### config.mk
export PLATFORM = sky130hd
export DESIGN_NAME = ahb_apb_bridge_flat
export DESIGN_NICKNAME = d
export VERILOG_FILES = /design/src/rtl/ahb_apb_bridge_if.sv /design/src/rtl/ahb_apb_bridge.sv /design/src/flat_wrapper.sv
export SDC_FILE = /design/constraint.sdc
export NUM_CORES = 1
export LEC_CHECK = 0
export CAP_MARGIN = 20
export CORE_AREA = 2 2 178 180
export CTS_BUF_LIST = sky130_fd_sc_hd__clkbuf_8
export CTS_CLUSTER_DIAMETER = 100
export CTS_CLUSTER_SIZE = 30
export DETAILED_ROUTE_END_ITERATION = 10
export DIE_AREA = 0 0 180 182
export GPL_TIMING_DRIVEN = 0
export SETUP_SLACK_MARGIN = 0.2
export SYNTH_ARGS = -nofsm -noshare
export SYNTH_HDL_FRONTEND = slang
export SYNTH_SLANG_ARGS = --single-unit
### constraint.sdc
create_clock -name clk -period 4.6 [get_ports clk]
set_input_delay 0.92 -clock clk [delete_from_list [all_inputs] [get_ports clk]]
set_output_delay 0.92 -clock clk [all_outputs]
set_load 0.01 [all_outputs]
### src/rtl/ahb_apb_bridge_if.sv
// rtl/ahb_apb_bridge_if.sv - AHB-Lite and APB bus bundle for the bridge
// slave: the bridge's view (AHB slave, APB master); master: the surrounding system.
interface ahb_apb_bridge_if;
  logic            HSEL;
  logic [31:0]     HADDR;
  logic [1:0]      HTRANS;
  logic            HWRITE;
  logic [31:0]     HWDATA;
  logic            HREADYin;
  logic [31:0]     HRDATA;
  logic            HREADYout;
  logic            HRESP;
  logic [31:0]     PADDR;
  logic [31:0]     PWDATA;
  logic            PWRITE;
  logic            PENABLE;
  logic [7:0]      PSELx;
  logic [7:0][31:0] PRDATA;
  logic [7:0]      PREADY;
  logic [7:0]      PSLVERR;

  modport slave (
    input  HSEL, HADDR, HTRANS, HWRITE, HWDATA, HREADYin,
    output HRDATA, HREADYout, HRESP,
    output PADDR, PWDATA, PWRITE, PENABLE, PSELx,
    input  PRDATA, PREADY, PSLVERR
  );

  modport master (
    output HSEL, HADDR, HTRANS, HWRITE, HWDATA, HREADYin,
    input  HRDATA, HREADYout, HRESP,
    input  PADDR, PWDATA, PWRITE, PENABLE, PSELx,
    output PRDATA, PREADY, PSLVERR
  );
endinterface

### src/rtl/ahb_apb_bridge.sv
// rtl/ahb_apb_bridge.sv - AHB-Lite slave to eight-peripheral APB master bridge
// Single-clock bridge; every AHB transfer becomes one APB SETUP/ACCESS sequence.
module ahb_apb_bridge #(
  parameter int SEL_LSB = 28,
  parameter int NSLV    = 8
) (
  input  logic             clk,
  input  logic             HRESETn,
  ahb_apb_bridge_if.slave  bus
);

  typedef enum logic [2:0] {
    IDLE,
    WWAIT,
    SETUP,
    ACCESS,
    ERR2
  } state_e;

  state_e      state_q, state_d;
  logic [31:0] paddr_q, paddr_d;
  logic [31:0] pwdata_q, pwdata_d;
  logic        pwrite_q, pwrite_d;
  logic [2:0]  idx_q, idx_d;

  logic            valid;
  logic            accept;
  logic            sel_ready;
  logic            sel_err;
  logic [NSLV-1:0] sel_onehot;
  logic            unused_htrans0;

  assign valid          = bus.HSEL & bus.HREADYin & bus.HTRANS[1];
  assign sel_onehot     = NSLV'(1) << idx_q;
  assign sel_ready      = bus.PREADY[idx_q];
  assign sel_err        = bus.PSLVERR[idx_q];
  assign unused_htrans0 = bus.HTRANS[0];

  assign bus.PADDR  = paddr_q;
  assign bus.PWDATA = pwdata_q;
  assign bus.PWRITE = pwrite_q;

  always_ff @(posedge clk or negedge HRESETn) begin
    if (!HRESETn) begin
      state_q  <= IDLE;
      paddr_q  <= '0;
      pwdata_q <= '0;
      pwrite_q <= 1'b0;
      idx_q    <= '0;
    end else begin
      state_q  <= state_d;
      paddr_q  <= paddr_d;
      pwdata_q <= pwdata_d;
      pwrite_q <= pwrite_d;
      idx_q    <= idx_d;
    end
  end

  always_comb begin
    state_d       = state_q;
    paddr_d       = paddr_q;
    pwdata_d      = pwdata_q;
    pwrite_d      = pwrite_q;
    idx_d         = idx_q;
    accept        = 1'b0;
    bus.PSELx     = '0;
    bus.PENABLE   = 1'b0;
    bus.HREADYout = 1'b1;
    bus.HRESP     = 1'b0;
    bus.HRDATA    = '0;

    case (state_q)
      IDLE: begin
        accept = 1'b1;
      end
      WWAIT: begin
        bus.HREADYout = 1'b0;
        pwdata_d      = bus.HWDATA;
        state_d       = SETUP;
      end
      SETUP: begin
        bus.PSELx     = sel_onehot;
        bus.HREADYout = 1'b0;
        state_d       = ACCESS;
      end
      ACCESS: begin
        bus.PSELx   = sel_onehot;
        bus.PENABLE = 1'b1;
        if (!sel_ready) begin
          bus.HREADYout = 1'b0;
        end else if (sel_err) begin
          bus.HREADYout = 1'b0;
          bus.HRESP     = 1'b1;
          state_d       = ERR2;
        end else begin
          // Completing cycle doubles as an IDLE cycle so transfers run back-to-back.
          accept  = 1'b1;
          state_d = IDLE;
          if (!pwrite_q) begin
            bus.HRDATA = bus.PRDATA[idx_q];
          end
        end
      end
      ERR2: begin
        bus.HRESP = 1'b1;
        state_d   = IDLE;
      end
      default: begin
        state_d = IDLE;
      end
    endcase

    if (accept && valid) begin
      paddr_d  = bus.HADDR;
      pwrite_d = bus.HWRITE;
      idx_d    = bus.HADDR[SEL_LSB+2:SEL_LSB];
      state_d  = bus.HWRITE ? WWAIT : SETUP;
    end
  end

endmodule

### src/flat_wrapper.sv
// flat-port wrapper written by rule: the top's interface ports become plain ports
module ahb_apb_bridge_flat 
#(
  parameter int SEL_LSB = 28,
  parameter int NSLV    = 8
)
  (clk, HRESETn, bus_HSEL, bus_HADDR, bus_HTRANS, bus_HWRITE, bus_HWDATA, bus_HREADYin, bus_HRDATA, bus_HREADYout, bus_HRESP, bus_PADDR, bus_PWDATA, bus_PWRITE, bus_PENABLE, bus_PSELx, bus_PRDATA, bus_PREADY, bus_PSLVERR);
  ahb_apb_bridge_if bus_i ();
  input  logic clk;
  input  logic HRESETn;
  input wire logic [$bits(bus_i.HSEL)-1:0] bus_HSEL;
  input wire logic [$bits(bus_i.HADDR)-1:0] bus_HADDR;
  input wire logic [$bits(bus_i.HTRANS)-1:0] bus_HTRANS;
  input wire logic [$bits(bus_i.HWRITE)-1:0] bus_HWRITE;
  input wire logic [$bits(bus_i.HWDATA)-1:0] bus_HWDATA;
  input wire logic [$bits(bus_i.HREADYin)-1:0] bus_HREADYin;
  output wire logic [$bits(bus_i.HRDATA)-1:0] bus_HRDATA;
  output wire logic [$bits(bus_i.HREADYout)-1:0] bus_HREADYout;
  output wire logic [$bits(bus_i.HRESP)-1:0] bus_HRESP;
  output wire logic [$bits(bus_i.PADDR)-1:0] bus_PADDR;
  output wire logic [$bits(bus_i.PWDATA)-1:0] bus_PWDATA;
  output wire logic [$bits(bus_i.PWRITE)-1:0] bus_PWRITE;
  output wire logic [$bits(bus_i.PENABLE)-1:0] bus_PENABLE;
  output wire logic [$bits(bus_i.PSELx)-1:0] bus_PSELx;
  input wire logic [$bits(bus_i.PRDATA)-1:0] bus_PRDATA;
  input wire logic [$bits(bus_i.PREADY)-1:0] bus_PREADY;
  input wire logic [$bits(bus_i.PSLVERR)-1:0] bus_PSLVERR;
  assign bus_i.HSEL = bus_HSEL;
  assign bus_i.HADDR = bus_HADDR;
  assign bus_i.HTRANS = bus_HTRANS;
  assign bus_i.HWRITE = bus_HWRITE;
  assign bus_i.HWDATA = bus_HWDATA;
  assign bus_i.HREADYin = bus_HREADYin;
  assign bus_HRDATA = bus_i.HRDATA;
  assign bus_HREADYout = bus_i.HREADYout;
  assign bus_HRESP = bus_i.HRESP;
  assign bus_PADDR = bus_i.PADDR;
  assign bus_PWDATA = bus_i.PWDATA;
  assign bus_PWRITE = bus_i.PWRITE;
  assign bus_PENABLE = bus_i.PENABLE;
  assign bus_PSELx = bus_i.PSELx;
  assign bus_i.PRDATA = bus_PRDATA;
  assign bus_i.PREADY = bus_PREADY;
  assign bus_i.PSLVERR = bus_PSLVERR;
  ahb_apb_bridge #(.SEL_LSB(SEL_LSB), .NSLV(NSLV)) u_core (.clk(clk), .HRESETn(HRESETn), .bus(bus_i));
endmodule
== Yosys cells after proc, flatten, opt, wreduce, memory -nomap -nowiden ==
Index checks and enable logic that the tools add are counted.

* Bits in registers: 71
* Bits in latches: 0
* Memory bits (writable): 0
* ROM bits: 0
* Bits of input ports: 343
* Output and inout port bits: 108
* Memories kept: 0

* Add/sub/neg operators: 0
* Multiply operators: 0
* Div/mod/pow operators: 0
* Magnitude comparators: 1
* Equality and inequality tests: 6
* Shifts and indexed selects: 1
* Multiplexer cells: 24
* Bitwise operators: 2
* Reductions and logical operators: 5

{| class="wikitable"
|+ Operators with widths
! operator !! count
|-
| 32-bit two-way mux || 5
|-
| 32-bit binary-select mux with 3-bit select || 1
|-
| 3-bit one-hot mux with 4 select lines || 1
|-
| 3-bit two-way mux || 3
|-
| 8-bit two-way mux || 1
|-
| 1-bit by 3-bit << shifter with 8-bit output (first input constant) || 1
|-
| 1-bit two-way mux || 7
|-
| 1-bit binary-select mux with 3-bit select || 2
|-
| 3-bit by 2-bit equality test with 1-bit output (second input constant) || 2
|-
| 1-bit one-hot mux with 2 select lines || 3
|-
| 3-bit by 4-bit < comparator with 1-bit output (second input constant) || 1
|-
| 2-bit OR reduction || 2
|-
| 3-bit by 1-bit equality test with 1-bit output (second input constant) || 1
|-
| 3-bit equality test (second input constant) || 1
|-
| 3-bit logical NOT || 1
|-
| 3-bit by 1-bit != test with 1-bit output (second input constant) || 1
|-
| 1-bit bitwise AND || 2
|-
| 2-bit two-way mux || 1
|-
| 2-bit by 1-bit != test with 1-bit output (second input constant) || 1
|-
| 2-bit AND reduction || 1
|-
| 1-bit logical AND || 1
|}

== Logic depth before layout (Yosys ltp) ==
Gate-level depths: netlist of the first run.

* Word-level depth: 8
* Depth in mapped cells: 8
* Gate-level depth less buffers: 5

== Least setup slack after synthesis of the first run ==
OpenSTA, ideal clock, no wires.

* Path kind: input to output
* Start point: input bus_PREADY[3]
* End point: output bus_HRDATA[10]
* Arrival: 2279 ps
* Slack: 1401 ps
* Stages on the path: 7
* Path buffers: 2
* Cell sequence: mux4_2 mux2_2 nand2_2 or3_1 clkbuf_1 buf_2 nor2_1

* Word-level cells in the longest chain between the ends: 4

{| class="wikitable"
|+ Ends and longest elaborated chain
! element !! RTL line !! RTL
|-
| from (decl) || flat_wrapper.sv:26 || <nowiki>input wire logic [$bits(bus_i.PREADY)-1:0] bus_PREADY;</nowiki>
|-
| 1-bit binary-select mux with 3-bit select || ahb_apb_bridge.sv:35 || <nowiki>assign sel_ready = bus.PREADY[idx_q];</nowiki>
|-
| 1-bit two-way mux (not written as such) || ahb_apb_bridge.sv:35 ||
|-
| 32-bit two-way mux || ahb_apb_bridge.sv:89 || <nowiki>if (!sel_ready) begin</nowiki>
|-
| 32-bit two-way mux || ahb_apb_bridge.sv:72 || <nowiki>case (state_q)</nowiki>
|-
| to (decl) || flat_wrapper.sv:17 || <nowiki>output wire logic [$bits(bus_i.HRDATA)-1:0] bus_HRDATA;</nowiki>
|}

Every way passes these cells. The select of a mux whose other input is x is not followed.

== Final worst setup path of the first run ==
* Start point: input bus_PREADY[7]
* End point: output bus_HRDATA[26]

Same word-level chain as after synthesis.

==> results of run 1 <==
[registers in the layout (all words and copies together), names as in the netlist]
| name | count |
|---|---|
| u_core.bus.PWDATA | 32 |
| u_core.bus.PADDR | 30 |
| u_core.state_q | 3 |
| u_core.idx_q | 2 |
| u_core.bus.PWRITE | 1 |
[cell type report]
cell class / instances / area share
Sequential cell: 68 / 0.166
Tap cell: 402 / 0.0491
Multi-Input combinational cell: 235 / 0.298
Antenna cell: 7 / 0.00171
Clock buffer: 10 / 0.0134
Inverter: 3 / 0.00110
Buffer: 33 / 0.0176
Clock inverter: 6 / 0.00856
Timing Repair Buffer: 451 / 0.444
[Yosys cell counts, drive strengths merged]
master | count | area [sq um]
o221a | 1 | 11.3
a21o | 2 | 15.0
a21oi | 2 | 10.0
nand3 | 3 | 15.0
nor2 | 36 | 135
dfrtp | 68 | 1700
mux4 | 66 | 1490
nor4 | 3 | 18.8
or3 | 2 | 12.5
a32o | 1 | 10.0
nand2b | 1 | 6.26
mux2 | 66 | 852
inv | 3 | 11.3
nor3 | 5 | 25.0
o32ai | 1 | 8.76
and3 | 3 | 18.8
nor3b | 2 | 20.0
o31ai | 1 | 21.3
mux2i | 35 | 350
nand3b | 1 | 7.51
buf | 15 | 96.3
clkbuf | 18 | 67.6
nand2 | 4 | 17.5
[placed cells by master (no fill, tap or decap), drive strengths merged, types with 2 or more instances in the layout]
| cell | instances |
|---|---|
| nand3 | 3 |
| mux4 | 66 |
| buf | 18 |
| a21o | 2 |
| or3 | 2 |
| bufinv | 2 |
| nor3 | 5 |
| dlymetal6s2s | 9 |
| inv | 5 |
| nor3b | 2 |
| nor2 | 36 |
| diode | 7 |
| a21oi | 2 |
| clkinvlp | 2 |
| mux2 | 66 |
| clkdlybuf4s50 | 438 |
| mux2i | 35 |
| dfrtp | 68 |
| clkbuf | 28 |
| and3 | 3 |
| nand2 | 4 |
| nor4 | 3 |
[worst paths after layout]
kind                                          to  slack, ps  cells after the start
hold reg to reg            u_core.bus.PWDATA[13]        510                      1
hold / removal              u_core.bus.PADDR[13]        410                      1
setup / recovery                  bus_HRDATA[26]        280                      9
min in group clk           u_core.bus.PWDATA[13]        510                      1
max in group asynchronous   u_core.bus.PADDR[30]       3640                      2
setup reg to reg             u_core.bus.PADDR[2]       1930                      8
[power groups by stage]
stage | logic (mW) | clock network [mW] | registers [mW]
CTS | 3.49 | 0.601 | 1.08
detailed placement | 3.47 | 0 | 1.08
global route | 3.66 | 0.627 | 1.12
finish | 3.42 | 0.578 | 1.08
global placement | 3.44 | 0 | 1.07
floorplan | 1.75 | 0 | 1.19
[timing repair]
item,in CTS,in global routing
resized for setup,9,14
endpoints found under the setup margin,30,28
cloned,0,0
pin swaps,1,1
setup buffers,0,1
[routing by layer]
| metal | up-vias | GRT usage | routed length [microns] |
|---|---|---|---|
| met5 | - | 0 | 27 |
| met4 | 4 | 0.0351 | 339 |
| met3 | 20 | 0.0578 | 2410 |
| met2 | 281 | 0.286 | 13800 |
| met1 | 2485 | 0.180 | 10400 |
| li1 | 2262 | - | - |
[worst max-delay path, stage by stage]
cell and delay [ps]:
sky130_fd_sc_hd__clkdlybuf4s50_1 470, sky130_fd_sc_hd__mux4_2 230, sky130_fd_sc_hd__mux2_2 240, sky130_fd_sc_hd__nand2_2 110, sky130_fd_sc_hd__or3_4 350, sky130_fd_sc_hd__clkbuf_4 190
sky130_fd_sc_hd__buf_4 180, sky130_fd_sc_hd__nor2_1 150, sky130_fd_sc_hd__clkdlybuf4s50_1 560
[cells by family (layout without fill, tap and decap cells)]
family / after synthesis / count (layout) / synth area share
AOI/OAI and AO/OA: 8 / 8 / 0.0155
buffers and inverters: 36 / 503 / 0.0356
DFF: 68 / 68 / 0.346
muxes: 167 / 167 / 0.547
other: 0 / 7 / 0
and+or+nand+nor: 60 / 60 / 0.0562
[stage by stage]
stage          hold WS (ps)  cells  setup TNS [ps]  utilization  area (sq um)
2_1_floorplan           551    339               0            -          4920
3_3_place_gp            489   1190           -13.1        0.320          9920
3_5_place_dp            492   1191            -224        0.321          9940
4_1_cts                 386   1207               0        0.329         10200
5_1_grt                 380   1212               0        0.330         10200
6_report                407   1215               0        0.330         10200
==> run metrics, run 1 <==
count of routing violations after the opening detailed-route iteration 167; Tcrit/Tclk final 0.939; input/output buffers 449; Starting Density 0.159; number of sinks on the clock net approximately 70; number of maximum-capacitance constraint violations 0; clock latency on the worst-skew pair 350 ps; Post-Synthesis Cell Area 4920 sq um; DRT Wirelength 27000 microns; cell internal power dissipation 3.22 mW; final number of max-transition violations 0; via total after detailed routing 5052; hold-fix buffers at CTS 0; crit path max fanout 10; Yosys warnings 0; Setup WS pre-CTS -40.5 ps; first-pass GRT wire length 38400 microns; net count of the finished layout between 1000 and 1500; Slew @ Worst Pin 866 ps; clock slew at the register clock pins of the worst setup and hold paths about 90 ps; area of the multi-input gates slightly above 3000 sq um; Static Leak between 4 and 5 nW; CP startpoint kind input port; Tightest Hold Check Type input port to async pin; Crit. Startpoint bus_PREADY[7]; area growth from synthesis to layout 108%; portion of total power attributed to combinational logic 0.673; number of nets in the synthesized netlist 682; depth of the CTS H-tree 3; core area 31000 sq um; Detailed Routing Iterations Pass 1 4; number of antenna-violating nets in the routed design 0; Switching Power 1.86 mW; pin count of the biggest net entering global routing 57; worst relative slew slack 0.422; element type at the critical path end output pin; final setup vio count 0; total die area 32800 sq um; net switching fraction of the power 0.366; routability congestion estimate from global placement 0.850; final setup slack of the worst path 279 ps; I/O Pins roughly 450; Cell Rows 65; number of buffers created by CTS 9; post-layout minimum cycle time 4320 ps; antenna violations before repair 9; kind of critical path input port to output pin; Req. time, crit path about 3700 ps; Power Dens Cells slightly below 500 nW/um^2; register area 1700 sq um; Chip Width 180 microns; vias in the first global route 5708; clock root buffer sky130_fd_sc_hd__clkbuf_8; maximum frequency from static timing analysis 231 MHz; Cells after Synth 339; total power roughly 5.1 mW; Bufs on Longest Clock Path 2; Detailed Place HPWL 23000 microns; beginning of the worst register-to-register path u_core.idx_q[1]; CP Data Arrival Time 3400 ps; GRT overflow 0; Max VDD drop approximately 0.28 mV; Seq cells post-synth 68; part of the power in registers 0.213; fill cell count 3194; Total GRT Usage 0.159; synthesized area divided by synthesized cell count between 10 and 15 sq um; TritonCTS clock tree yes; endpoints failing hold 0; unrepaired setup endpoints after global routing true; share of layout cells above drive strength 1 0.220; sequential cell area fraction in the yosys report 0.346; number of distinct library cells after synthesis 29; share of power burned in the clock network 0.114; worst-case clock skew 14.0 ps; status finished, final reports clean; vias per inst 4.16; routed wirelength normalized by instance count between 20 and 25 microns; DRC violation count after routing 0; die outline height 182 microns
Power figures use the tool's default switching activity.
==> run 2, diff against run 1 <==
--- a/config.mk
+++ b/config.mk
@@ -13,7 +13,9 @@
 export DETAILED_ROUTE_END_ITERATION = 10
 export DIE_AREA = 0 0 180 182
 export GPL_TIMING_DRIVEN = 0
+export HOLD_SLACK_MARGIN = 0.12
 export SETUP_SLACK_MARGIN = 0.2
+export SLEW_MARGIN = 20
 export SYNTH_ARGS = -nofsm -noshare
 export SYNTH_HDL_FRONTEND = slang
 export SYNTH_SLANG_ARGS = --single-unit
==> run metrics, run 2 (synthesis results as in run 1) <==
max reg flops 32; total die area between 30000 and 40000 sq um; die outline height 182 microns; number of buffers created by CTS 9; fill cell count 3148; input/output buffers 449; crit path max fanout 10; Power Dens Cells 489 nW/um^2; CP Data Arrival Time approximately 3400 ps; Total GRT Usage 0.159; Cell Rows 65; final number of max-transition violations 0; clock latency on the worst-skew pair between 300 and 400 ps; Max VDD drop 0.300 mV; CP startpoint kind input port; commonest cells after routing, fill and taps aside sky130_fd_sc_hd__clkdlybuf4s50_1 (437), sky130_fd_sc_hd__dfrtp_1 (68), sky130_fd_sc_hd__mux4_2 (66), sky130_fd_sc_hd__nor2_1 (36), sky130_fd_sc_hd__mux2_2 (36); antenna violations before repair 9; Slew @ Worst Pin ~850 ps; Static Leak around 4 nW; TritonCTS clock tree yes; depth of the CTS H-tree 3; Chip Width 180 microns; area growth from synthesis to layout 107%; worst relative slew slack 0.432; net count of the finished layout 1144; DRT Wirelength 27000 microns; Tightest Hold Check Type input port to async pin; hold-fix buffers at CTS 0; count of routing violations after the opening detailed-route iteration 127; number of antenna-violating nets in the routed design 0; number of sinks on the clock net 68; Tcrit/Tclk final 0.942; setup slack of the most critical reg-to-reg path 1940 ps; vias in the first global route 5636; vias per inst 4.18; clock slew at the register clock pins of the worst setup and hold paths ~80 ps; DRC violation count after routing 0; routability congestion estimate from global placement 0.850; pin count of the biggest net entering global routing 39; unrepaired setup endpoints after global routing true; final setup vio count 0; Starting Density 0.159; cell count after placement between 1000 and 1500; share of layout cells above drive strength 1 0.216; first-pass GRT wire length between 30000 and 40000 microns; routed wirelength normalized by instance count 22.3 microns; kind of critical path input port to output pin; clock root buffer sky130_fd_sc_hd__clkbuf_8; post-layout minimum cycle time 4330 ps; I/O Pins 451; worst-case clock skew 16.7 ps; capture point of the worst reg-to-reg path u_core.bus.PADDR[4]; Bufs on Longest Clock Path 2; endpoints failing hold 0; critical path capture point bus_HRDATA[26]; maximum frequency from static timing analysis 231 MHz; total negative setup slack 0 ps; beginning of the worst register-to-register path u_core.idx_q[1]; Detailed Place HPWL 23000 microns; number of maximum-capacitance constraint violations 0; Detailed Routing Iterations Pass 1 4; most common cell after layout, fill and taps aside sky130_fd_sc_hd__clkdlybuf4s50_1; count of placed standard cells in the final layout, fillers left out 1214; core area 31000 sq um; Req. time, crit path between 3000 and 4000 ps; number of cells traversed by the worst register-to-register path 8; status finished, final reports clean; Crit. Startpoint bus_PSLVERR[2]; GRT overflow 0; via total after detailed routing about 5100; element type at the critical path end output pin
-- run 2: timing repair --
item / CTS / global route
buffers inserted: 0 / 1
gates resized for setup: 8 / 15
pin swaps: 1 / 1
endpoints found under the setup margin: 30 / 18
-- run 2: power breakdown --
part | switching [mW] | internal [mW]
clock | 0.240 | 0.244
sequential | 0.177 | 0.899
combinational | 1.42 | 2.00
total | 1.84 | 3.14
-- run 2: routing by layer --
layer / global-route usage / vias to the layer above / part of all wire
li1: - / 2271 / -
met1: 0.180 / 2486 / 0.39
met2: 0.282 / 280 / 0.51
met3: 0.0598 / 29 / 0.088
met4: 0.0390 / 6 / 0.015
met5: 0 / - / 0.0015
-- run 2: critical path, stage by stage --
cell and delay (ps):
sky130_fd_sc_hd__clkdlybuf4s50_1 420, sky130_fd_sc_hd__nor3b_2 150, sky130_fd_sc_hd__a21oi_1 90, sky130_fd_sc_hd__o221a_2 320, sky130_fd_sc_hd__or3_1 410, sky130_fd_sc_hd__clkbuf_4 200, sky130_fd_sc_hd__buf_4 180, sky130_fd_sc_hd__nor2_1 160
sky130_fd_sc_hd__clkdlybuf4s50_1 560
-- run 2: area by class of cell --
cell class | instances | area (sq um) | area share
Antenna cell | 7 | 17.5 | 0.00172
Buffer | 33 | 180 | 0.0177
Clock buffer | 9 | 124 | 0.0122
Clock inverter | 6 | 57.6 | 0.00565
Inverter | 3 | 11.3 | 0.00111
Multi-Input combinational cell | 235 | 3050 | 0.299
Sequential cell | 68 | 1700 | 0.167
Tap cell | 402 | 503 | 0.0494
Timing Repair Buffer | 451 | 4540 | 0.446
-- run 2: how the worst min path moves through the flow --
stage / start / end / cells past startpoint
global placement: u_core.bus.PWDATA[7] / u_core.bus.PWDATA[7] / 1
detailed placement: u_core.bus.PADDR[1] / u_core.bus.PADDR[1] / 1
finish: HRESETn / u_core.bus.PADDR[16] / 1
CTS: HRESETn / u_core.bus.PADDR[22] / 1
floorplan: u_core.bus.PADDR[24] / u_core.bus.PADDR[24] / 1
global route: HRESETn / u_core.bus.PADDR[5] / 1
-- run 2: per-stage QoR --
step	worst slack (ps)	total power, mW	area [sq um]	hold slack, ps	util
after floorplan	1400	2.94	4920	551	-
after global placement	-13.1	4.52	9920	489	0.320
after detailed placement	-47.6	4.55	9930	492	0.321
after CTS	205	5.08	10100	499	0.327
after global routing	187	5.31	10200	516	0.328
final	267	4.98	10200	509	0.329
==> run 3, diff against run 2 <==
--- a/config.mk
+++ b/config.mk
@@ -14,6 +14,7 @@
 export DIE_AREA = 0 0 180 182
 export GPL_TIMING_DRIVEN = 0
 export HOLD_SLACK_MARGIN = 0.12
+export REMOVE_ABC_BUFFERS = 1
 export SETUP_SLACK_MARGIN = 0.2
 export SLEW_MARGIN = 20
 export SYNTH_ARGS = -nofsm -noshare
==> run metrics, run 3 (synthesis results as in run 1) <==
pin count of the biggest net entering global routing 50; I/O Pins 451; first-pass GRT wire length 34700 microns; Max VDD drop 0.239 mV; CP Data Arrival Time 3370 ps; Cell Rows 65; Bufs on Longest Clock Path 2; Total GRT Usage 0.140; worst relative slew slack 0.504; cells traversed along the worst timing path buf_16 > buf_12 > mux4_2 > mux2_2 > nand2_2 > or3_4 > buf_12 > nor2_1 > clkdlybuf4s50_1; kind of cell adding the most delay to the critical path buffers and inverters; most common cell after layout, fill and taps aside sky130_fd_sc_hd__clkdlybuf4s50_1; count of placed standard cells in the final layout, fillers left out 1194; area growth from synthesis to layout 109%; core area 31000 sq um; maximum frequency from static timing analysis 233 MHz; DRC violation count after routing 0; Detailed Place HPWL 19900 microns; peak per-stage delay on the critical path 590 ps; Slew @ Worst Pin between 700 and 800 ps; share of power burned in the clock network 0.122; part of the power in registers 0.225; depth of the CTS H-tree 3; number of sinks on the clock net 68; antenna violations before repair 9; Starting Density 0.159; commonest cells after routing, fill and taps aside sky130_fd_sc_hd__clkdlybuf4s50_1 (447), sky130_fd_sc_hd__mux4_2 (66), sky130_fd_sc_hd__dfrtp_1 (66), sky130_fd_sc_hd__mux2_2 (37), sky130_fd_sc_hd__nor2_1 (36); clock latency on the worst-skew pair approximately 340 ps; endpoints failing hold 0; count of routing violations after the opening detailed-route iteration approximately 140; crit-path most repeated cell sky130_fd_sc_hd__buf_12; Power Dens Cells 493 nW/um^2; total die area 32800 sq um; net count of the finished layout 1124; share of layout cells above drive strength 1 0.220; Detailed Routing Iterations Pass 1 4; number of buffers created by CTS 9; routed wirelength normalized by instance count 19.7 microns; number of maximum-capacitance constraint violations 0; final setup vio count 0; clock root buffer sky130_fd_sc_hd__clkbuf_8; max reg flops 32; Chip Width ~180 microns; final core area utilization 0.332; fill cell count 3097; TritonCTS clock tree yes; Switching Power 1.74 mW; input/output buffers 449; GRT overflow 0; crit path max fanout 34; clock slew at the register clock pins of the worst setup and hold paths 80 ps; Tcrit/Tclk final 0.932; vias in the first global route 5464; portion of total power attributed to combinational logic 0.652; cell count after placement 1169; Post-Route Hold Slack 453 ps; vias per inst about 4.1; net switching fraction of the power 0.344; cell internal power dissipation 3.33 mW; Req. time, crit path around 3700 ps; area of the multi-input gates 3060 sq um; worst-case clock skew 8.78 ps; kind of critical path flop to output pin; unrepaired setup endpoints after global routing false; die outline height 182 microns; number of antenna-violating nets in the routed design 0; hold-fix buffers at CTS 0; register area 1710 sq um; DRT Wirelength between 20000 and 25000 microns; CP startpoint kind flop; Static Leak 3.95 nW; total power 5.07 mW; Tightest Hold Check Type input port to async pin; critical path buffer and inverter count 4; element type at the critical path end output pin; cell with the largest stage delay on the worst path sky130_fd_sc_hd__clkdlybuf4s50_1; status finished, final reports clean; post-layout minimum cycle time 4290 ps; routability congestion estimate from global placement 0.809; via total after detailed routing 4903; final number of max-transition violations 0
-- run 3: changes by cell type in the layout (fill, tap and decap cells not counted), moves of 3 or more --
| cell | change |
|---|---|
| sky130_fd_sc_hd__clkdlybuf4s50_1 | +10 |
| sky130_fd_sc_hd__clkbuf_2 | -4 |
| sky130_fd_sc_hd__clkbuf_1 | -13 |
| sky130_fd_sc_hd__dlymetal6s2s_1 | -9 |
| sky130_fd_sc_hd__buf_2 | -8 |
| sky130_fd_sc_hd__clkinv_2 | -3 |
| sky130_fd_sc_hd__buf_16 | +4 |
-- run 3: power groups by stage --
stage | clock [mW] | combinational, mW | sequential (mW)
6_report | 0.621 | 3.31 | 1.14
5_1_grt | 0.669 | 3.53 | 1.19
4_1_cts | 0.653 | 3.38 | 1.15
3_5_place_dp | 0 | 3.27 | 1.20
3_3_place_gp | 0 | 3.10 | 1.40
2_1_floorplan | 0 | 1.55 | 1.42
-- run 3: area by class of cell --
| class | instances | area share |
|---|---|---|
| Timing Repair Buffer | 464 | 0.462 |
| Multi-Input combinational cell | 235 | 0.297 |
| Sequential cell | 68 | 0.166 |
| Tap cell | 402 | 0.0489 |
| Clock buffer | 10 | 0.0134 |
| Clock inverter | 6 | 0.0108 |
| Antenna cell | 6 | 0.00146 |
| Inverter | 3 | 0.00109 |
-- run 3: worst register-to-register path, stage by stage (launching register included) --
cell                      delay [ps]
sky130_fd_sc_hd__dfrtp_4         510
sky130_fd_sc_hd__buf_16          210
sky130_fd_sc_hd__buf_12          230
sky130_fd_sc_hd__mux4_2          380
sky130_fd_sc_hd__mux2_2          210
sky130_fd_sc_hd__nand2_2         100
sky130_fd_sc_hd__o31ai_4         610
sky130_fd_sc_hd__buf_6           280
sky130_fd_sc_hd__buf_6           210
sky130_fd_sc_hd__mux2_2          350
-- run 3: timing repair --
item                                    4_1_cts  5_1_grt
endpoints found under the setup margin       33        1
endpoints found under the hold margin         0        0
pin swaps                                     1        0
gates resized for setup                       2        1
setup buffers                                 3        0
-- run 3: path summary, 6_finish.rpt --
check	start	to	slack, ps	cells after the start
worst max-delay path	u_core.idx_q[0]	bus_HRDATA[21]	310	9
worst min-delay path	HRESETn	u_core.bus.PWDATA[24]	450	1
worst max register to register	u_core.idx_q[0]	u_core.bus.PADDR[25]	1390	9
worst min register to register	u_core.bus.PWDATA[12]	u_core.bus.PWDATA[12]	510	1
max in group asynchronous	HRESETn	u_core.idx_q[0]	3570	2
min in group clk	u_core.bus.PWDATA[12]	u_core.bus.PWDATA[12]	510	1
-- run 3: per-layer routing --
metal  wire length (microns)  global-route usage  part of all wire  vias up
li1                        -                   -                 -     2227
met1                    8980               0.157              0.38     2374
met2                   11800               0.244              0.50      271
met3                    2320              0.0529             0.098       25
met4                     444              0.0475             0.019        6
met5                      41                   0            0.0017        -
-- run 3: through the flow --
stage | setup slack, ps | TNS [ps] | instance area, sq um
5_1_grt | 201 | 0 | 10300
4_1_cts | 290 | 0 | 10300
3_5_place_dp | -127 | -1200 | 9980
6_report | 313 | 0 | 10300
2_1_floorplan | -1010 | -64070 | 4750
3_3_place_gp | -3300 | -213630 | 9750
==> RTL change: new RTL, flow settings as in run 2 <==
Take the reset off `paddr_q` and `pwdata_q` and load them in a clocked block of their own.
--- a/src/rtl/ahb_apb_bridge.sv
+++ b/src/rtl/ahb_apb_bridge.sv
@@ -43,17 +43,18 @@
   always_ff @(posedge clk or negedge HRESETn) begin
     if (!HRESETn) begin
       state_q  <= IDLE;
-      paddr_q  <= '0;
-      pwdata_q <= '0;
       pwrite_q <= 1'b0;
       idx_q    <= '0;
     end else begin
       state_q  <= state_d;
-      paddr_q  <= paddr_d;
-      pwdata_q <= pwdata_d;
       pwrite_q <= pwrite_d;
       idx_q    <= idx_d;
     end
+  end
+
+  always_ff @(posedge clk) begin
+    paddr_q  <= paddr_d;
+    pwdata_q <= pwdata_d;
   end
 
   always_comb begin
Behaviour: not the same (a bounded check fails within 4 cycles, from zero or initial values and one cycle with HRESETn low).
==> RTL change against run 2 <==
- total power fell by 21%
- final cell count fell by 4.6%
- combinational power shrank 26%
- sequential cell count up 3
- highest routed layer unchanged
- area after synthesis is 8.0% lower
- hold slack gained 0.061 ns
- worst setup slack lost 0.010 ns
- design area is 4.1% lower
- routed wire length fell by 7.9%
==> RTL change: results (changes against run 2) <==
Outcome: finished, final reports clean (unchanged). The worst relative slew slack is 0.394 (was 0.432). The layout cell share with drive strength beyond 1 is 0.145 (was 0.216). The capture instance of the worst register-to-register path is u_core.bus.PADDR[15] (was u_core.bus.PADDR[4]). The placer congestion estimate came out at 0.827 (was 0.850). The multiplexer share of the synthesized area is 0.416 (was 0.547). The timing endpoint of the critical path is bus_HRDATA[7] (was bus_HRDATA[26]).

Biggest area contributors in the synthesized netlist: sky130_fd_sc_hd__edfxtp_1 (42%), sky130_fd_sc_hd__mux4_2 (32%), sky130_fd_sc_hd__mux2i_1 (8.0%) (was sky130_fd_sc_hd__dfrtp_1 (35%), sky130_fd_sc_hd__mux4_2 (30%), sky130_fd_sc_hd__mux2_4 (8.9%)). The initial detailed-routing violation count came out at 149 (was 127). The count of inserted antenna diode cells came out at 2 (was 7). The origin of the worst setup path is bus_PSLVERR[5] (was bus_PSLVERR[2]). The post-synthesis net count is 629 (was 682). The signal arrival time at the worst endpoint came out at 3.42 ns (was 3.41 ns). The number of vias in the routed layout is 4704 (was 5072). List of most frequent post-synthesis cells: sky130_fd_sc_hd__mux4_2 (65), sky130_fd_sc_hd__edfxtp_1 (64), sky130_fd_sc_hd__nor2_1 (46) (was sky130_fd_sc_hd__dfrtp_1 (68), sky130_fd_sc_hd__mux4_2 (66), sky130_fd_sc_hd__mux2_2 (37)).

The buffer count excluding the clock tree in the final layout came to 479 (was 484). The top flip-flop cell by instance count after synthesis is sky130_fd_sc_hd__edfxtp_1 (was sky130_fd_sc_hd__dfrtp_1). The final core utilization came out at 0.315 (was 0.329). The post-detailed-placement cell area came out at 0.00955 mm^2 (was 0.00993 mm^2). The worst supply voltage drop on vdd came out at 144 uV (was 300 uV). The clock network contribution to total cell area is 0.0201 (was 0.0178). The post-detailed-routing wire length came out at 24900 um (was 27000 um). The post-cts repair resize count is 3 (was 8). The fraction of area in registers was 0.215 (was 0.167).

The global routing usage summed across all routing layers was 0.147 (was 0.159). The total placed cells including tap cells came out at 1140 (was 1191).
-- RTL change: cell types whose count changed in the layout (fill, tap and decap cells not counted), moves of 10 or more --
cell                              change
sky130_fd_sc_hd__edfxtp_1            +64
sky130_fd_sc_hd__mux2_2              -31
sky130_fd_sc_hd__clkdlybuf4s50_1     +12
sky130_fd_sc_hd__nor2_1              +10
sky130_fd_sc_hd__dlymetal6s2s_1      -10
sky130_fd_sc_hd__dfrtp_1             -61
sky130_fd_sc_hd__mux2_4              -30
-- RTL change: power by group through the flow --
stage / logic (mW) / clock network, mW / registers (mW)
global route: 2.72 / 0.551 / 0.916
detailed placement: 2.56 / 0 / 0.920
finish: 2.52 / 0.501 / 0.903
global placement: 2.53 / 0 / 0.930
floorplan: 1.39 / 0 / 0.968
CTS: 2.59 / 0.525 / 0.906
-- RTL change: metal layers --
metal,track usage,vias up
met5,0,-
met4,0.0377,6
met3,0.0433,19
met2,0.278,299
met1,0.158,2270
li1,-,2110
